<file path="config.mk">
export PLATFORM = sky130hd
export DESIGN_NAME = remote_comm_host
export DESIGN_NICKNAME = d
export VERILOG_FILES = /design/src/rtl/comm_pkg.sv /design/src/rtl/uart.sv /design/src/rtl/remote_comm_host.sv
export SDC_FILE = /design/constraint.sdc
export NUM_CORES = 1
export LEC_CHECK = 0
export CAP_MARGIN = 10
export CELL_PAD_IN_SITES_DETAIL_PLACEMENT = 0
export CELL_PAD_IN_SITES_GLOBAL_PLACEMENT = 1
export CORE_ASPECT_RATIO = 0.8
export CORE_MARGIN = 10
export CORE_UTILIZATION = 39
export DETAILED_ROUTE_END_ITERATION = 12
export PLACE_DENSITY_LB_ADDON = 0.1
export SYNTH_ARGS = -nofsm -noshare
export SYNTH_HDL_FRONTEND = slang
export SYNTH_SLANG_ARGS = --single-unit
</file>
<file path="constraint.sdc">
create_clock -name clk -period 2 [get_ports clk]
set_clock_uncertainty 0.15 [all_clocks]
set_input_delay 0.4 -clock clk [delete_from_list [all_inputs] [get_ports clk]]
set_output_delay 0.4 -clock clk [all_outputs]
set_load 0.01 [all_outputs]
</file>
<file path="src/rtl/comm_pkg.sv">
// rtl/comm_pkg.sv - shared command opcodes, response codes and FSM encodings for the host link
package comm_pkg;

   localparam int DEFAULT_BAUD_DIV = 2604;

   localparam logic [7:0] POS_ACK = 8'hA5;

   typedef enum logic [3:0] {
      OP_CAL_GYRO = 4'h2,
      OP_MOVE     = 4'h4,
      OP_TOUR     = 4'h6
   } opcode_e;

   localparam logic [15:0] CAL_GYRO = 16'h2000;

   // Tour command form is 16'h60XY: opcode, zero nibble, start square x/y.
   function automatic logic [15:0] tour_cmd(input logic [3:0] x, input logic [3:0] y);
      return {OP_TOUR, 4'h0, x, y};
   endfunction

   localparam logic [1:0] CMD_IDLE    = 2'd0;
   localparam logic [1:0] CMD_SEND_HI = 2'd1;
   localparam logic [1:0] CMD_SEND_LO = 2'd2;

   localparam logic [1:0] RX_IDLE  = 2'd0;
   localparam logic [1:0] RX_START = 2'd1;
   localparam logic [1:0] RX_DATA  = 2'd2;
   localparam logic [1:0] RX_STOP  = 2'd3;

endpackage

</file>
<file path="src/rtl/uart.sv">
// rtl/uart.sv - full-duplex 8N1 transceiver, BAUD_DIV clocks per bit
module uart
   import comm_pkg::*;
#(
   parameter int BAUD_DIV = DEFAULT_BAUD_DIV
) (
   input  logic       clk_i,
   input  logic       rst_i,
   input  logic       tx_start_i,
   input  logic [7:0] tx_data_i,
   output logic       tx_o,
   output logic       tx_done_o,
   input  logic       rx_i,
   input  logic       clr_rx_rdy_i,
   output logic       rx_rdy_o,
   output logic [7:0] rx_data_o
);

   localparam int BW = ($clog2(BAUD_DIV) + 1 > 12) ? $clog2(BAUD_DIV) + 1 : 12;
   localparam logic [BW-1:0] BAUD_LAST = BW'(BAUD_DIV - 1);
   localparam logic [BW-1:0] HALF_LAST = BW'(BAUD_DIV / 2 - 1);

   logic          tx_q;
   logic          tx_busy_q;
   logic [BW-1:0] tx_baud_q;
   logic [3:0]    tx_bit_q;
   logic [7:0]    tx_shift_q;
   logic          tx_end;

   assign tx_end    = tx_busy_q && (tx_baud_q == BAUD_LAST);
   // Combinational so the caller can chain the next frame with no idle gap.
   assign tx_done_o = tx_end && (tx_bit_q == 4'd9);
   assign tx_o      = tx_q;

   always_ff @(posedge clk_i) begin
      if (rst_i) begin
         tx_q       <= 1'b1;
         tx_busy_q  <= 1'b0;
         tx_baud_q  <= '0;
         tx_bit_q   <= 4'd0;
         tx_shift_q <= 8'h00;
      end else if (tx_start_i) begin
         tx_q       <= 1'b0;
         tx_busy_q  <= 1'b1;
         tx_baud_q  <= '0;
         tx_bit_q   <= 4'd0;
         tx_shift_q <= tx_data_i;
      end else if (tx_busy_q) begin
         if (tx_end) begin
            tx_baud_q <= '0;
            if (tx_bit_q == 4'd9) begin
               tx_busy_q <= 1'b0;
               tx_q      <= 1'b1;
            end else begin
               tx_bit_q   <= tx_bit_q + 4'd1;
               tx_q       <= (tx_bit_q == 4'd8) ? 1'b1 : tx_shift_q[0];
               tx_shift_q <= {1'b0, tx_shift_q[7:1]};
            end
         end else begin
            tx_baud_q <= tx_baud_q + BW'(1);
         end
      end
   end

   logic          rx_s1_q, rx_s2_q, rx_prev_q;
   logic [1:0]    rx_state_q;
   logic [BW-1:0] rx_baud_q;
   logic [2:0]    rx_bit_q;
   logic [7:0]    rx_shift_q;
   logic [7:0]    rx_data_q;
   logic          rx_rdy_q;
   logic          rx_fall;

   assign rx_fall   = rx_prev_q && !rx_s2_q;
   assign rx_rdy_o  = rx_rdy_q;
   assign rx_data_o = rx_data_q;

   always_ff @(posedge clk_i) begin
      if (rst_i) begin
         rx_s1_q    <= 1'b1;
         rx_s2_q    <= 1'b1;
         rx_prev_q  <= 1'b1;
         rx_state_q <= RX_IDLE;
         rx_baud_q  <= '0;
         rx_bit_q   <= 3'd0;
         rx_shift_q <= 8'h00;
         rx_data_q  <= 8'h00;
         rx_rdy_q   <= 1'b0;
      end else begin
         rx_s1_q   <= rx_i;
         rx_s2_q   <= rx_s1_q;
         rx_prev_q <= rx_s2_q;
         if (clr_rx_rdy_i) rx_rdy_q <= 1'b0;
         case (rx_state_q)
            RX_IDLE: begin
               if (rx_fall) begin
                  rx_state_q <= RX_START;
                  rx_baud_q  <= '0;
                  rx_rdy_q   <= 1'b0;
               end
            end
            RX_START: begin
               if (rx_baud_q == HALF_LAST) begin
                  rx_baud_q  <= '0;
                  rx_bit_q   <= 3'd0;
                  rx_state_q <= rx_s2_q ? RX_IDLE : RX_DATA;
               end else begin
                  rx_baud_q <= rx_baud_q + BW'(1);
               end
            end
            RX_DATA: begin
               if (rx_baud_q == BAUD_LAST) begin
                  rx_baud_q  <= '0;
                  rx_shift_q <= {rx_s2_q, rx_shift_q[7:1]};
                  rx_bit_q   <= rx_bit_q + 3'd1;
                  if (rx_bit_q == 3'd7) rx_state_q <= RX_STOP;
               end else begin
                  rx_baud_q <= rx_baud_q + BW'(1);
               end
            end
            RX_STOP: begin
               // Byte is delivered at mid-stop regardless of the stop bit level.
               if (rx_baud_q == BAUD_LAST) begin
                  rx_baud_q  <= '0;
                  rx_data_q  <= rx_shift_q;
                  rx_rdy_q   <= 1'b1;
                  rx_state_q <= RX_IDLE;
               end else begin
                  rx_baud_q <= rx_baud_q + BW'(1);
               end
            end
            default: rx_state_q <= RX_IDLE;
         endcase
      end
   end

endmodule

</file>
<file path="src/rtl/remote_comm_host.sv">
// rtl/remote_comm_host.sv - host command link: 16-bit command as two UART bytes, byte responses back
module remote_comm_host
   import comm_pkg::*;
#(
   parameter int BAUD_DIV = DEFAULT_BAUD_DIV
) (
   input  logic        clk,
   input  logic        rst,
   input  logic [15:0] cmd,
   input  logic        snd_cmd,
   output logic        TX,
   input  logic        RX,
   output logic        cmd_snt,
   output logic [7:0]  resp,
   output logic        resp_rdy
);

   logic [1:0] state_q, state_d;
   logic [7:0] hi_q, lo_q;
   logic       start_q;
   logic       cmd_snt_q;
   logic       accept;
   logic       tx_start;
   logic [7:0] tx_data;
   logic       tx_done;

   assign accept   = (state_q == CMD_IDLE) && snd_cmd;
   // High byte starts one cycle after accept; low byte chains on the high byte's last cycle.
   assign tx_start = start_q || ((state_q == CMD_SEND_HI) && tx_done);
   assign tx_data  = start_q ? hi_q : lo_q;
   assign cmd_snt  = cmd_snt_q;

   always_comb begin
      state_d = state_q;
      case (state_q)
         CMD_IDLE:    if (accept) state_d = CMD_SEND_HI;
         CMD_SEND_HI: if (tx_done) state_d = CMD_SEND_LO;
         CMD_SEND_LO: if (tx_done) state_d = CMD_IDLE;
         default:     state_d = CMD_IDLE;
      endcase
   end

   always_ff @(posedge clk) begin
      if (rst) begin
         state_q   <= CMD_IDLE;
         hi_q      <= 8'h00;
         lo_q      <= 8'h00;
         start_q   <= 1'b0;
         cmd_snt_q <= 1'b0;
      end else begin
         state_q <= state_d;
         start_q <= accept;
         if (accept) begin
            hi_q      <= cmd[15:8];
            lo_q      <= cmd[7:0];
            cmd_snt_q <= 1'b0;
         end
         if ((state_q == CMD_SEND_LO) && tx_done) cmd_snt_q <= 1'b1;
      end
   end

   uart #(.BAUD_DIV(BAUD_DIV)) u_uart (
      .clk_i        (clk),
      .rst_i        (rst),
      .tx_start_i   (tx_start),
      .tx_data_i    (tx_data),
      .tx_o         (TX),
      .tx_done_o    (tx_done),
      .rx_i         (RX),
      .clr_rx_rdy_i (accept),
      .rx_rdy_o     (resp_rdy),
      .rx_data_o    (resp)
   );

endmodule

</file>
==> flow_metrics.py, run 1 <==
metrics = {
    "global_routing": {
        "grt.total_usage_pct": 13.5,
        "grt_max_degree": 27,
        "grt_pass1_wl_um": 15600,
        "grt_pass1_vias": 3207,
        "antenna_found_initial": 0,
        "grt_overflow": 0,
    },
    "yosys": {
        "syn_avg_cell_area_sq_um": 8.35,
        "synthesis.area_sq_um": 3850,
        "yosysTopAreaCell": "dfxtp_1",
        "synth_common_cells": "dfxtp_1 (85), nand2_1 (85), a21oi_1 (44), nor2_1 (34), nand3_1 (33)",
        "synth_edf_count": 0,
        "synthesis.instances": 461,
        "syn_nets": 493,
        "seq_area_frac_synth_pct": 44.2,
        "synthArstFlopShare_pct": 0,
        "ys_seq_elements": 85,
        "synth_top_cell_area_share_pct": 44.2,
        "yosysWarnings": 0,
        "synth_ff_type": "dfxtp_1",
        "yosys-top-cells-area": "dfxtp_1 (44%), nand2_1 (8.3%), a21oi_1 (5.7%)",
        "synth.distinct_cells": 51,
    },
    "power_and_ir_drop": {
        "leakagePower_uw": 0.00198,
        "p_per_area_nw_per_um2": 760,
        "ir_drop_mv": 0.483,
    },
    "place": {
        "dpl_cell_area_sq_um": 4690,
        "hpwl_um": 6450,
        "io_buffers": 30,
        "gp_congestion": 0.804,
        "place_ws_ns": -0.137,
    },
    "critical_path": {
        "crit_family": "compound AO/OA/AOI/OAI gates",
        "slowest_stage": "or3_4",
        "cp.required_ns": 2.08,
        "cp_max_fo": 5,
        "crit_path_start_kind": "register",
        "criticalPathCategory": "reg -> reg",
        "cp-end-kind": "register",
        "crit_path_cell_trace": "or3_4, o41ai_4, buf_4, buf_12, buf_6, o211ai_1, mux2i_1, nor2_1",
        "critPathMaxStageDelay_ns": 0.41,
        "crit_buf_inv": 3,
        "cp_data_arrival_time_ns": 2.23,
    },
    "clock_network": {
        "cts_tree": "done",
        "clk_pin_slew_ns": 0.06,
        "clock_path_buffers": 2,
        "htreeDepth": 3,
        "cts_made_buffers": 9,
        "cts_sinks": 85,
        "cts-root-buf": "clkbuf_16",
        "clock_latency_ns": 0.34,
        "cts_hold_buf": 0,
    },
    "floorplanning": {
        "die_w_um": 131,
        "ios": 31,
        "start_util_pct": 39.9,
        "die_area_sq_um": 14300,
        "core_sq_um": 9650,
        "die_height_um": 109,
        "rows": 32,
    },
    "detailed_routing": {
        "vias": 3412,
        "ant_nets": 0,
        "drt-initial-drc-count": 189,
        "drtPass1Iterations": 4,
        "wl_met1_um": 4950,
        "wl_met2_um": 3850,
        "wl_per_cell_um": 13.7,
        "route.met3.wl_um": 441,
        "post-route-drc-count": 0,
        "viasPerCell": 5.00,
        "top_layer_used": "met4",
        "routed_wl_um": 9350,
    },
    "finish": {
        "final_util_pct": 54.8,
        "drive_above_1_share_pct": 22.5,
        "final_area_sq_um": 5290,
        "syn_to_final_growth_pct": 37.5,
        "nNetsFinal": 574,
        "antenna_cells": 0,
    },
    "timing": {
        "worst_pin_slew_ns": 0.441,
        "fin_crit_sh_pct": 108,
        "setup_viol": 17,
        "fin_crit_ns": 2.15,
        "rsz0062_at_grt": "true",
        "fin_tns_setup_ns": -1.51,
        "setup_ws_ns": -0.153,
        "max_freq_mhz": 465,
        "drv_slew": 0,
        "finalHoldViolCount": 0,
        "hold_slack_ns": 0.262,
        "maxSlewHeadroom_pct": 70.3,
    },
    "worst_hold_path": {
        "holdCritPathClass": "reg -> reg",
    },
    "flow_run": {
        "cap_violations": 0,
    },
    "run_status": {
        "violations": "setup timing",
        "outcome": "finished with violations",
    },
}
==> logic make-up after synthesis <==
family / Yosys count / share of synthesized area [%]
flip-flops: 85 / 44.2
buffers and inverters: 38 / 4.13
multiplexers: 3 / 0.780
AND/OR/NAND/NOR: 213 / 27.3
XOR/XNOR: 19 / 4.32
AO/OA/AOI/OAI: 91 / 15.3
adder cells (fa/ha/maj): 12 / 3.90
==> repair_timing <==
item	CTS	global route
pin swaps	10	20
hold endpoints to repair	0	0
setup buffers	5	1
gates resized for setup	15	35
setup endpoints to repair	44	50
cloned	2	1
==> cells in the final DEF, fill, tap and decap left out, types with 11 or more instances in the layout <==
| master | n |
|---|---|
| a21oi_1 | 39 |
| buf_4 | 54 |
| clkdlybuf4s50_1 | 29 |
| dfxtp_1 | 79 |
| nand2_1 | 82 |
| nand3_1 | 33 |
| nor2_1 | 34 |
| nor2b_1 | 11 |
==> per-stage QoR <==
stage	total power, uW	cells
after floorplan	2020	461
after global placement	2180	658
after detailed placement	2180	658
after CTS	4010	680
final	4020	682
after global routing	4170	682
==> state kept, by name, summed over array words and instances, names as in the netlist, 2 cells and up, named ones only <==
name / cells
u_uart.rx_data_o: 8
lo_q: 8
u_uart.tx_baud_q: 13
u_uart.tx_bit_q: 4
u_uart.rx_baud_q: 13
u_uart.rx_shift_q: 8
state_q: 2
u_uart.rx_bit_q: 3
u_uart.tx_shift_q: 8
hi_q: 8
==> final timing paths <==
check / startpoint / to / slack (ns) / cells past startpoint
min: u_uart.rx_s1_q / u_uart.rx_s2_q / 0.26 / 1
max: u_uart.rx_baud_q[12] / u_uart.rx_bit_q[0] / -0.15 / 8
max reg2reg: u_uart.rx_baud_q[12] / u_uart.rx_bit_q[0] / -0.15 / 8
min reg2reg: u_uart.rx_s1_q / u_uart.rx_s2_q / 0.26 / 1
==> routing by layer <==
layer  GRT usage [%]  vias to the layer above
met3            4.61                       10
met2            18.9                       48
met4            4.99                        0
li1                -                     1758
met1            18.8                     1596
met5               0                        -
==> where the power goes <==
group | internal, uW | switching, uW
Sequential | 1740 | 30.4
Clock | 1120 | 669
Combinational | 223 | 237
Total | 3080 | 936
==> cell type report <==
cell class / count / area (sq um)
Sequential cell: 85 / 1710
Tap cell: 136 / 170
Inverter: 11 / 41.3
Multi-Input combinational cell: 338 / 2160
Clock inverter: 4 / 72.6
Clock buffer: 11 / 243
Timing Repair Buffer: 97 / 891
Fill cell: 900 / 4360
No activity file was read; power rests on OpenSTA's default activity.
==> inputs of run 2 (changes only) <==
- CORE_MARGIN: 10 -> 1
==> flow_metrics.py, run 2 (same netlist as run 1, synthesis figures left out) <==
metrics = {
    "finish": {
        "syn_to_final_growth_pct": 35.5,
        "antenna_cells": 0,
        "layout_common_cells": "dfxtp_1 (82), nand2_1 (81), buf_4 (48)",
        "top_regs": "u_uart.rx_baud_q: 13 flops, u_uart.tx_baud_q: 13 flops",
        "nNetsFinal": 568,
        "drive_above_1_share_pct": 22.2,
        "final_common_cell": "dfxtp_1",
        "final_util_pct": 54.3,
    },
    "critical_path": {
        "criticalPathCategory": "reg -> reg",
        "crit_buf_inv": 3,
        "slowest_stage": "or3_4",
        "crit_path_start_kind": "register",
        "cp_data_arrival_time_ns": 2.16,
        "cp-end-kind": "register",
        "critPathMaxStageDelay_ns": 0.42,
        "cp.required_ns": 2.07,
        "cp_max_fo": 6,
        "crit_family": "simple AND/OR/NAND/NOR gates",
        "crit_path_cell_trace": "or3_4, nor4_4, buf_6, buf_4, o32ai_4, buf_6, a41oi_2, a31oi_1",
        "crit_top_cell": "buf_6",
    },
    "timing": {
        "max_freq_mhz": 477,
        "rsz0062_at_grt": "true",
        "finalHoldViolCount": 0,
        "worst_pin_slew_ns": 0.445,
        "maxSlewHeadroom_pct": 70.4,
        "fin_tns_setup_ns": -0.751,
        "fin_crit_ns": 2.10,
        "fin_crit_sh_pct": 105,
        "setup_ws_ns": -0.0985,
        "drv_slew": 0,
        "setup_viol": 14,
    },
    "global_routing": {
        "grt_overflow": 0,
        "antenna_found_initial": 0,
        "grt.total_usage_pct": 18.8,
        "grt_pass1_vias": 3133,
        "grt_max_degree": 33,
        "grt_pass1_wl_um": 15400,
    },
    "detailed_routing": {
        "routed_wl_um": 9340,
        "drtPass1Iterations": 4,
        "ant_nets": 0,
        "vias": 3416,
        "wl_per_cell_um": 14.2,
        "viasPerCell": 5.18,
        "post-route-drc-count": 0,
        "drt-initial-drc-count": 155,
    },
    "clock_network": {
        "cts_sinks": 85,
        "clock_latency_ns": 0.34,
        "clk_pin_slew_ns": 0.06,
        "clock_path_buffers": 2,
        "cts_made_buffers": 9,
        "htreeDepth": 3,
        "cts-root-buf": "clkbuf_16",
        "cts_tree": "done",
    },
    "floorplanning": {
        "ios": 31,
        "die_height_um": 90.9,
        "rows": 32,
        "die_w_um": 113,
        "core_sq_um": 9610,
        "start_util_pct": 40.1,
        "die_area_sq_um": 10300,
    },
    "run_status": {
        "outcome": "finished with violations",
        "violations": "setup timing",
    },
    "place": {
        "gp_congestion": 0.783,
        "io_buffers": 30,
        "hpwl_um": 6050,
        "place_ws_ns": -0.159,
    },
    "power_and_ir_drop": {
        "total_power_uw": 3870,
        "p_per_area_nw_per_um2": 743,
        "ir_drop_mv": 0.462,
        "leakagePower_uw": 0.00193,
    },
    "worst_hold_path": {
        "holdCritPathClass": "in -> reg",
    },
    "flow_run": {
        "cap_violations": 0,
    },
}
run 2: cell count changes in the layout (fill, tap and decap cells not counted), moves of 2 or more:
cell,previous run,this run
a311oi_1,7,3
inv_6,0,3
a311oi_2,0,4
dfxtp_1,79,82
buf_4,54,48
a211oi_2,4,7
a211oi_4,2,0
nand2_2,2,4
dfxtp_2,6,3
run 2: area by class of cell:
class                           instances  area [sq um]
Tap cell                              119           149
Clock buffer                            9           225
Sequential cell                        85          1710
Fill cell                             944          4390
Multi-Input combinational cell        339          2210
Timing Repair Buffer                   90           820
Inverter                               11          41.3
Clock inverter                          6          68.8
run 2: worst paths after layout:
check | cells after the start | from | slack [ns] | to
setup reg to reg | 8 | u_uart.rx_baud_q[6] | -0.1 | u_uart.rx_baud_q[8]
hold reg to reg | 1 | u_uart.rx_s1_q | 0.27 | u_uart.rx_s2_q
setup / recovery | 8 | u_uart.rx_baud_q[6] | -0.1 | u_uart.rx_baud_q[8]
hold / removal | 2 | rst | 0.25 | u_uart.rx_baud_q[12]
run 2: through the flow:
stage          hold slack (ns)  std cells  area [sq um]
3_5_place_dp             0.253        635          4630
2_1_floorplan            0.239        461          3880
5_1_grt                  0.245        659          5220
3_3_place_gp             0.248        635          4630
4_1_cts                  0.215        656          5080
6_report                 0.251        659          5220
run 2: timing repair:
action	CTS	global route
hold buffers	0	0
pin swaps	14	16
resized for setup	22	26
cloned	2	1
endpoints found under the setup margin	46	54
endpoints found under the hold margin	0	0
buffers inserted	4	2
run 2: routing by layer:
layer,routed length [um],global-route usage [%],vias to the layer above
met4,84,5.81,0
met5,0,0,-
met3,300,5.10,7
met1,4830,27.2,1606
li1,-,-,1752
met2,4130,26.7,51
run 2: report_power, final:
group	switching (uW)	internal [uW]
logic	228	193
clock network	711	972
registers	29.2	1740
total	968	2900
==> inputs of run 3 (changes only) <==
- CORE_ASPECT_RATIO: 0.8 -> 1.4
==> flow_metrics.py, run 3 (same netlist as run 1, synthesis figures left out) <==
metrics = {
    "run_status": {
        "outcome": "finished with violations",
        "violations": "setup timing",
    },
    "timing": {
        "fin_tns_setup_ns": -0.787,
        "drv_slew": 0,
        "setup_viol": 12,
        "finalHoldViolCount": 0,
        "worst_pin_slew_ns": 0.483,
        "maxSlewHeadroom_pct": 67.4,
        "max_freq_mhz": 474,
        "setup_ws_ns": -0.110,
        "fin_crit_sh_pct": 106,
        "rsz0062_at_grt": "true",
        "fin_crit_ns": 2.11,
    },
    "floorplanning": {
        "ios": 31,
        "die_area_sq_um": 10300,
        "rows": 42,
        "die_w_um": 86.0,
        "die_height_um": 120,
        "core_sq_um": 9510,
        "start_util_pct": 40.5,
    },
    "finish": {
        "final.fill_count": 855,
        "syn_to_final_growth_pct": 41.3,
        "final_common_cell": "dfxtp_1",
        "antenna_cells": 0,
        "nNetsFinal": 578,
        "final_util_pct": 57.2,
        "layout_common_cells": "dfxtp_1 (80), nand2_1 (75), buf_4 (54)",
        "top_regs": "u_uart.rx_baud_q: 13 flops, u_uart.tx_baud_q: 13 flops",
        "multi_input_area_sq_um": 2300,
        "drive_above_1_share_pct": 26.7,
        "ff_latch_area_sq_um": 1710,
    },
    "clock_network": {
        "cts_sinks": 85,
        "htreeDepth": 3,
        "clock_latency_ns": 0.34,
        "cts_made_buffers": 9,
        "clock_path_buffers": 2,
        "cts-root-buf": "clkbuf_16",
        "cts_tree": "done",
        "clk_pin_slew_ns": 0.06,
    },
    "power_and_ir_drop": {
        "leakagePower_uw": 0.00202,
        "ir_drop_mv": 0.564,
        "pwr-share-clk_pct": 46.8,
        "power_switching_uw": 983,
        "p_sw_share_pct": 23.7,
        "power.share.sequential_pct": 42.8,
        "total_power_uw": 4150,
        "p_int_uw": 3170,
        "p_per_area_nw_per_um2": 763,
        "combPwrFrac_pct": 10.4,
    },
    "detailed_routing": {
        "drtPass1Iterations": 4,
        "wl_per_cell_um": 14.0,
        "viasPerCell": 5.07,
        "ant_nets": 0,
        "drt-initial-drc-count": 98,
        "routed_wl_um": 9590,
        "post-route-drc-count": 0,
        "vias": 3466,
    },
    "critical_path": {
        "cp.required_ns": 2.11,
        "cp-end-kind": "register",
        "criticalPathCategory": "reg -> reg",
        "crit_path_start_kind": "register",
        "rr_worst_depth": 6,
        "cp_data_arrival_time_ns": 2.22,
        "cp_max_fo": 4,
    },
    "global_routing": {
        "grt_pass1_wl_um": 15700,
        "grt_max_degree": 45,
        "grt.total_usage_pct": 19.3,
        "grt_overflow": 0,
        "antenna_found_initial": 0,
        "grt_pass1_vias": 3362,
    },
    "place": {
        "io_buffers": 30,
        "hpwl_um": 6220,
        "gp_congestion": 0.754,
        "place_ws_ns": -0.139,
    },
    "flow_run": {
        "cap_violations": 0,
    },
    "worst_hold_path": {
        "hold_depth": 2,
        "holdCritPathClass": "in -> reg",
    },
}
## run 3: cell count changes in the layout (fill, tap and decap cells not counted), sizes merged
cell / previous run / this run
buf: 61 / 69
bufinv: 1 / 3
inv: 14 / 12
clkbuf: 9 / 10
clkinvlp: 1 / 2
or3: 3 / 4
## run 3: power groups by stage
stage                     logic (uW)  clock network [uW]  registers (uW)
final                            433                1940            1780
after global routing             474                2050            1780
after CTS                        399                1980            1770
after detailed placement         360                   0            1810
after global placement           354                   0            1810
after floorplan                  223                   0            1800
## run 3: what timing repair did
item                                    in CTS  in global routing
buffers inserted                            12                  6
endpoints found under the setup margin      45                 64
gates resized for setup                     41                 36
cloned                                       1                  3
hold buffers                                 0                  0
pin swaps                                   26                 26
## run 3: per-stage QoR
stage / std cells / hold WS, ns / cell area, sq um
floorplan: 461 / 0.239 / 3880
global placement: 647 / 0.292 / 4630
detailed placement: 647 / 0.290 / 4630
CTS: 676 / 0.226 / 5260
global route: 683 / 0.284 / 5440
finish: 683 / 0.273 / 5440
## run 3: path summary, 6_finish.rpt
kind / from / end / slack (ns)
setup / recovery: u_uart.rx_baud_q[9] / u_uart.rx_state_q[0] / -0.11
hold / removal: rst / u_uart.rx_baud_q[0] / 0.27
setup reg to reg: u_uart.rx_baud_q[9] / u_uart.rx_state_q[0] / -0.11
hold reg to reg: u_uart.rx_data_o[4] / u_uart.rx_data_o[4] / 0.30
## run 3: layer usage
metal	track usage, %	wire length, um
met1	23.3	4280
met2	33.6	4910
met3	3.16	191
met5	0	0
met4	7.81	211
## run 3: area by class of cell
class / instances / area share [%]
timing repair buffer: 99 / 16.1
sequential: 85 / 31.4
inverter: 11 / 0.759
tap: 132 / 3.04
clock buffer: 9 / 4.14
multi-input combinational: 340 / 42.3
clock inverter: 7 / 2.25
## run 3: worst max-delay path, stage by stage (launching register included)
cell      delay (ns)
dfxtp_2         0.32
or3b_4          0.40
o41ai_4         0.46
buf_4           0.19
nand2_4         0.06
a211o_1         0.25
a221oi_2        0.20
